[config.mk]
export PLATFORM = sky130hd
export DESIGN_NAME = car_lane
export DESIGN_NICKNAME = d
export VERILOG_FILES = /design/src/rtl/frogger_pkg.sv /design/src/rtl/lane_tick.sv /design/src/rtl/car_lane.sv
export SDC_FILE = /design/constraint.sdc
export NUM_CORES = 1
export LEC_CHECK = 0
export ABC_AREA = 1
export BUFFER_PORTS_ARGS = -buffer_cell sky130_fd_sc_hd__buf_4
export CORE_AREA = 2 2 54 56
export DETAILED_ROUTE_END_ITERATION = 8
export DIE_AREA = 0 0 56 58
export GPL_ROUTABILITY_DRIVEN = 0
export PLACE_DENSITY = 0.81
export SYNTH_ARGS = -nofsm -noshare
export SYNTH_HDL_FRONTEND = slang
export SYNTH_HIERARCHICAL = 1
export SYNTH_SLANG_ARGS = --single-unit
[constraint.sdc]
create_clock -name clk -period 3.1 [get_ports clk]
set_clock_uncertainty 0.1 [all_clocks]
set_input_delay 0.775 -clock clk [delete_from_list [all_inputs] [get_ports clk]]
set_output_delay 0.775 -clock clk [all_outputs]
set_load 0.005 [all_outputs]
[src/rtl/frogger_pkg.sv]
// frogger_pkg: shared lane state type and rotation direction constants
package frogger_pkg;
  typedef enum logic {RUN, FROZEN} lane_state_t;
  localparam bit DIR_LEFT = 1'b0;
  localparam bit DIR_RIGHT = 1'b1;
endpackage

[src/rtl/lane_tick.sv]
// lane_tick: step-period counter firing tick once every speed+1 enabled cycles
module lane_tick #(
  parameter int SPEED_BITS = 8
) (
  input  logic                  clk,
  input  logic                  reset,
  input  logic                  enable,
  input  logic [SPEED_BITS-1:0] speed,
  output logic                  tick
);
  logic [SPEED_BITS-1:0] cnt;
  assign tick = enable && cnt >= speed;
  // count up while enabled, restart on a step; >= lets a lowered speed act at once
  always_ff @(posedge clk)
    if (reset) cnt <= '0;
    else if (enable) cnt <= tick ? '0 : cnt + 1'b1;
endmodule

[src/rtl/car_lane.sv]
// car_lane: rotating car pattern for one lane with freeze-on-hit and frog collision
module car_lane
  import frogger_pkg::*;
#(
  parameter int               WIDTH        = 16,
  parameter logic [WIDTH-1:0] INIT_PATTERN = 16'b0011001100110011,
  parameter bit               DIR          = DIR_RIGHT,
  parameter int               SPEED_BITS   = 8
) (
  input  logic                  clk,
  input  logic                  reset,
  input  logic                  enable,
  input  logic [SPEED_BITS-1:0] speed,
  input  logic                  hit,
  input  logic [WIDTH-1:0]      frog,
  output logic [WIDTH-1:0]      pixels,
  output logic                  collide,
  output logic                  frozen
);
  lane_state_t state;
  logic tick;
  logic [WIDTH-1:0] rotated;
  lane_tick #(.SPEED_BITS(SPEED_BITS)) u_tick (
    .clk   (clk),
    .reset (reset),
    .enable(enable && state == RUN),
    .speed (speed),
    .tick  (tick)
  );
  assign rotated = DIR == DIR_RIGHT ? {pixels[0], pixels[WIDTH-1:1]} : {pixels[WIDTH-2:0], pixels[WIDTH-1]};
  assign collide = state == RUN && |(pixels & frog);
  // lane state machine: hit wins over a step and freezes everything until reset
  always_ff @(posedge clk)
    if (reset) begin
      state  <= RUN;
      frozen <= 1'b0;
      pixels <= INIT_PATTERN;
    end else if (state == RUN) begin
      if (hit) begin
        state  <= FROZEN;
        frozen <= 1'b1;
      end else if (tick) pixels <= rotated;
    end
endmodule

; ---- Word level (Yosys, flattened, before mapping)
; Index checks and enable logic that the tools add are counted.
; W data, S select, Z words.
[word_totals]
in_bits = 28
output_inout_bits = 18
reg_bits = 26
wordCells = 18
[classes]
mux = 3
reduce_logical = 6
bitwise_logic = 3
addsub = 1
magnitude_cmp = 1
[ops]
columns = op, n
row1 = $and A16 B16 Y16, 1
row2 = $reduce_or A16 Y1, 1
row3 = $add A8 B1 Y8 const B, 1
row4 = $ge A8 B8 Y1, 1
row5 = $mux W8, 1
row6 = $logic_and A1 B1 Y1, 3
row7 = $reduce_and A3 Y1, 1
row8 = $mux W1, 2
row9 = $not A1 Y1, 2
row10 = $reduce_and A2 Y1, 1

; ---- Depth between registers and ports, before layout
[depth]
ltp_word = 4
depth_mapped = 17
ltp_nobuf = 16

; ---- Modules after synthesis
; Netlist, hierarchy kept.
[modules_own_cells]
columns = module, seq_area_each_um2, area_each_um2, cells_per_inst, instances
row1 = car_lane, 360.3, 775.7, 111, 1
row2 = lane_tick, 160.2, 576.8, 80, 1

; ---- Worst setup path after synthesis
; Ideal clock, no wire load.
[synth_timing]
path_type = input to register
startpoint = input port speed[7]
endpoint = register pixels[2]
t_arrival_ps = 1940
n_path_buf = 1
setup_time_ps = 116
stages = 11
setup_slack_ps = 945
path_cell_list = inv_1 ha_1 nand2_1 o21a_1 nand2_1 nand2_1 inv_1 nand2_4 buf_6 o21ai_0 nor2_1
[synth_between]
elab_chain_cells = 3
[synth_rtl]
columns = element, line
row1 = start: declaration, car_lane.sv:13  ; input logic [SPEED_BITS-1:0] speed,
row2 = $ge A8 B8 Y1, lane_tick.sv:12  ; assign tick = enable && cnt >= speed;
row3 = $logic_and A1 B1 Y1, lane_tick.sv:12
row4 = named net tick, car_lane.sv:21  ; logic tick;
row5 = $reduce_and A3 Y1 (no source line), -
row6 = end signal: assignment, car_lane.sv:42  ; end else if (tick) pixels <= rotated;
row7 = end: declaration, car_lane.sv:16  ; output logic [WIDTH-1:0] pixels,
; The timed path passes the listed nets, and every way through them passes these cells.
; A chain may end at the register's enable or synchronous reset.

; ---- Worst setup path in the final report
[layout_timing]
startpoint = input port frog[1]
endpoint = output port collide
[layout_between]
elab_chain_cells = 3
[layout_rtl]
columns = element, line
row1 = start: declaration, car_lane.sv:15  ; input logic [WIDTH-1:0] frog,
row2 = $and A16 B16 Y16, car_lane.sv:31  ; assign collide = state == RUN && |(pixels & frog);
row3 = $reduce_or A16 Y1, car_lane.sv:31
row4 = $logic_and A1 B1 Y1, car_lane.sv:31
row5 = end: declaration, car_lane.sv:17  ; output logic collide,
; No other way between the ends.

==> results.sh <==
export IMPL_critPathKind="in -> out"
export IMPL_io_buffers=45
export IMPL_die_y_um=58
export IMPL_dpl_hpwl_um=2030
export IMPL_syn_area_per_cell_um2=7.08
export IMPL_crit_path_start_kind="input pin"
export IMPL_setup_viol=0
export IMPL_whs_ns=0.400
export IMPL_drt_pre_antenna_iters=4
export IMPL_final_cell_mix="61 x nand2_1, 45 x buf_4, 30 x nor2_1"
export IMPL_cts_hold_buf=0
export IMPL_path_max_fanout=1
export IMPL_netlist_instances=191
export IMPL_post_cts_resized=0
export IMPL_layout_commonest_cell="nand2_1"
export IMPL_rows=19
export IMPL_antenna_cells=0
export IMPL_cts_buffer_depth=2
export IMPL_yosysSeqAreaShare=0.385
export IMPL_pin_count=46
export IMPL_hold_viol=0
export IMPL_synth_cell_types=22
export IMPL_nets=275
export IMPL_core_area_mm2=0.00266
export IMPL_p_sw_frac=0.208
export IMPL_hold_path_class="reg -> reg"
export IMPL_htreeDepth=1
export IMPL_worst_ep_arrival_time_ns=1.46
export IMPL_ys_top_cells_by_area="dfxtp_1 38%, nand2_1 17%, ha_1 8.3%"
export IMPL_netlist_area_mm2=0.00135
export IMPL_antenna_found_initial=0
export IMPL_initial_utilization=0.508
export IMPL_power_density_mw_per_mm2=367
export IMPL_intPower_w=0.000507
export IMPL_rsz0062_at_grt="false"
export IMPL_insertion_delay_ns=0.32
export IMPL_setup_ws_ns=0.769
export IMPL_yosysWarnings=6
export IMPL_critical_path_buf_inv_count=2
export IMPL_gr_total_overflow=0
export IMPL_dieWidth_um=56
export IMPL_worstMarginPinSlew_ns=0.418
export IMPL_viasPerCell=4.78
export IMPL_maxCapViolCount=0
export IMPL_ant_nets=0
export IMPL_p_leak_nw=0.919
export IMPL_grt_pass1_vias=1134
export IMPL_critPathTopFamily="simple AND/OR/NAND/NOR gates"
export IMPL_synth_top_area_cell="dfxtp_1"
export IMPL_cp_num_cells=8
export IMPL_cts_setup_buffers=0
export IMPL_seq_power_share=0.534
export IMPL_dp_cells=264
export IMPL_drv_slew=0
export IMPL_crit_chain="buf_4 -> nand2_1 -> nand2_1 -> nor2_1 -> nand2_1 -> nor2_1 -> nor2_1 -> buf_4"
export IMPL_drive_above_1_share=0.249
export IMPL_max_vdd_ir_drop_mv=0.281
export IMPL_cts_buffers=3
export IMPL_wl_per_cell_um=10.2
export IMPL_clk_pin_slew_worst_paths_ns=0.13
export IMPL_drt_wl_total_um=2730
export IMPL_post_route_period_util=0.752
export IMPL_syn_to_final_growth_pct=29.0
export IMPL_vias=1282
export IMPL_synth_nets=228
export IMPL_synth_top_cell_area_share=0.385
export IMPL_dp_slack_ns=0.682
export IMPL_clock_fmax_mhz=429
export IMPL_max_stage_delay_ns=0.13
export IMPL_critPathRequiredTime_ns=2.22
export IMPL_p_switching_w=0.000133
export IMPL_drt_iter0_markers=35
export IMPL_cts_num_sinks=26
export IMPL_grt_pass1_wl_um=4550
export IMPL_gr_usage_all_layers=0.175
export IMPL_grt_max_degree=18
export IMPL_relSlewSlack=0.721
export IMPL_power_frac_clock=0.360
export IMPL_p_comb_frac=0.106
export IMPL_period_minus_slack_ns=2.33
export IMPL_end_kind="primary output"
export IMPL_drc=0
export IMPL_die_area_mm2=0.00325
export IMPL_crit_slowest_cell="buf_4"
export IMPL_ys_seq_elements=26
export IMPL_outcome="finished, final reports clean"
export IMPL_hold_depth=2
export IMPL_setup_tns_ns=0
export IMPL_reg2reg_depth=16
export IMPL_ctsRootBufferMaster="clkbuf_4"
export IMPL_final_cells=268
export IMPL_cts_tree="done"
## final cells by class
class,count,area [um2]
Clock inverter,1,30.0
Clock buffer,3,22.5
Tap cell,31,38.8
Fill cell,249,917
Inverter,21,83.8
Sequential cell,26,520
Timing Repair Buffer,45,338
Multi-Input combinational cell,141,712
## cells in the mapped netlist (all sizes together)
cell,count
nand3,11
ha,9
o21ai,9
inv,21
xnor2,1
dfxtp,26
xor2,4
buf,3
nand2,62
nor2,35
nand4,2
nor3,1
a21oi,6
o21a,1
## path summary, 6_finish.rpt
path	start	to	slack, ns
worst max-delay path	frog[1]	collide	0.77
worst min-delay path	frozen	frozen	0.40
worst max register to register	u_tick/cnt[0]	pixels[15]	1.13
worst min register to register	frozen	frozen	0.40
## worst min-delay path: cells and delay by family, from the launching register on
family / cells / cell delay, ns
flops: 1 / 0.35
compound gates: 1 / 0.04
simple gates: 1 / 0.08
## stage by stage
stage / total power (W) / instance area (um2) / utilization
detailed placement: 0.000417 / 1690 / 0.636
global placement: 0.000416 / 1690 / 0.636
global route: 0.000670 / 1750 / 0.656
CTS: 0.000646 / 1750 / 0.656
finish: 0.000640 / 1750 / 0.656
floorplan: 0.000381 / 1350 / -
## registers in the layout, indices dropped and copies added, names as in the netlist
name        cells
pixels         16
u_tick/cnt      8
frozen          1
state           1
## power by group through the flow
stage          registers, W  clock network (W)  logic [W]
2_1_floorplan      0.000349                  0  0.0000328
3_3_place_gp       0.000349                  0  0.0000665
3_5_place_dp       0.000349                  0  0.0000683
4_1_cts            0.000342           0.000235  0.0000688
5_1_grt            0.000343           0.000250  0.0000778
6_report           0.000342           0.000230  0.0000677
## kinds of logic after synthesis
family	count (synthesis)	share of synthesized area
DFF	26	0.385
AOI/OAI and AO/OA	16	0.0611
and+or+nand+nor	111	0.350
buffers and inverters	24	0.0888
adders and majority gates	9	0.0833
xor gates and xnor gates	5	0.0324
## layer usage
layer	up-vias	wire [um]	track usage
met4	0	30	0.0714
li1	686	-	-
met3	4	145	0.0246
met1	556	1260	0.209
met2	36	1300	0.318
met5	-	0	0
Note: power is estimated with default switching activity, not from simulation.
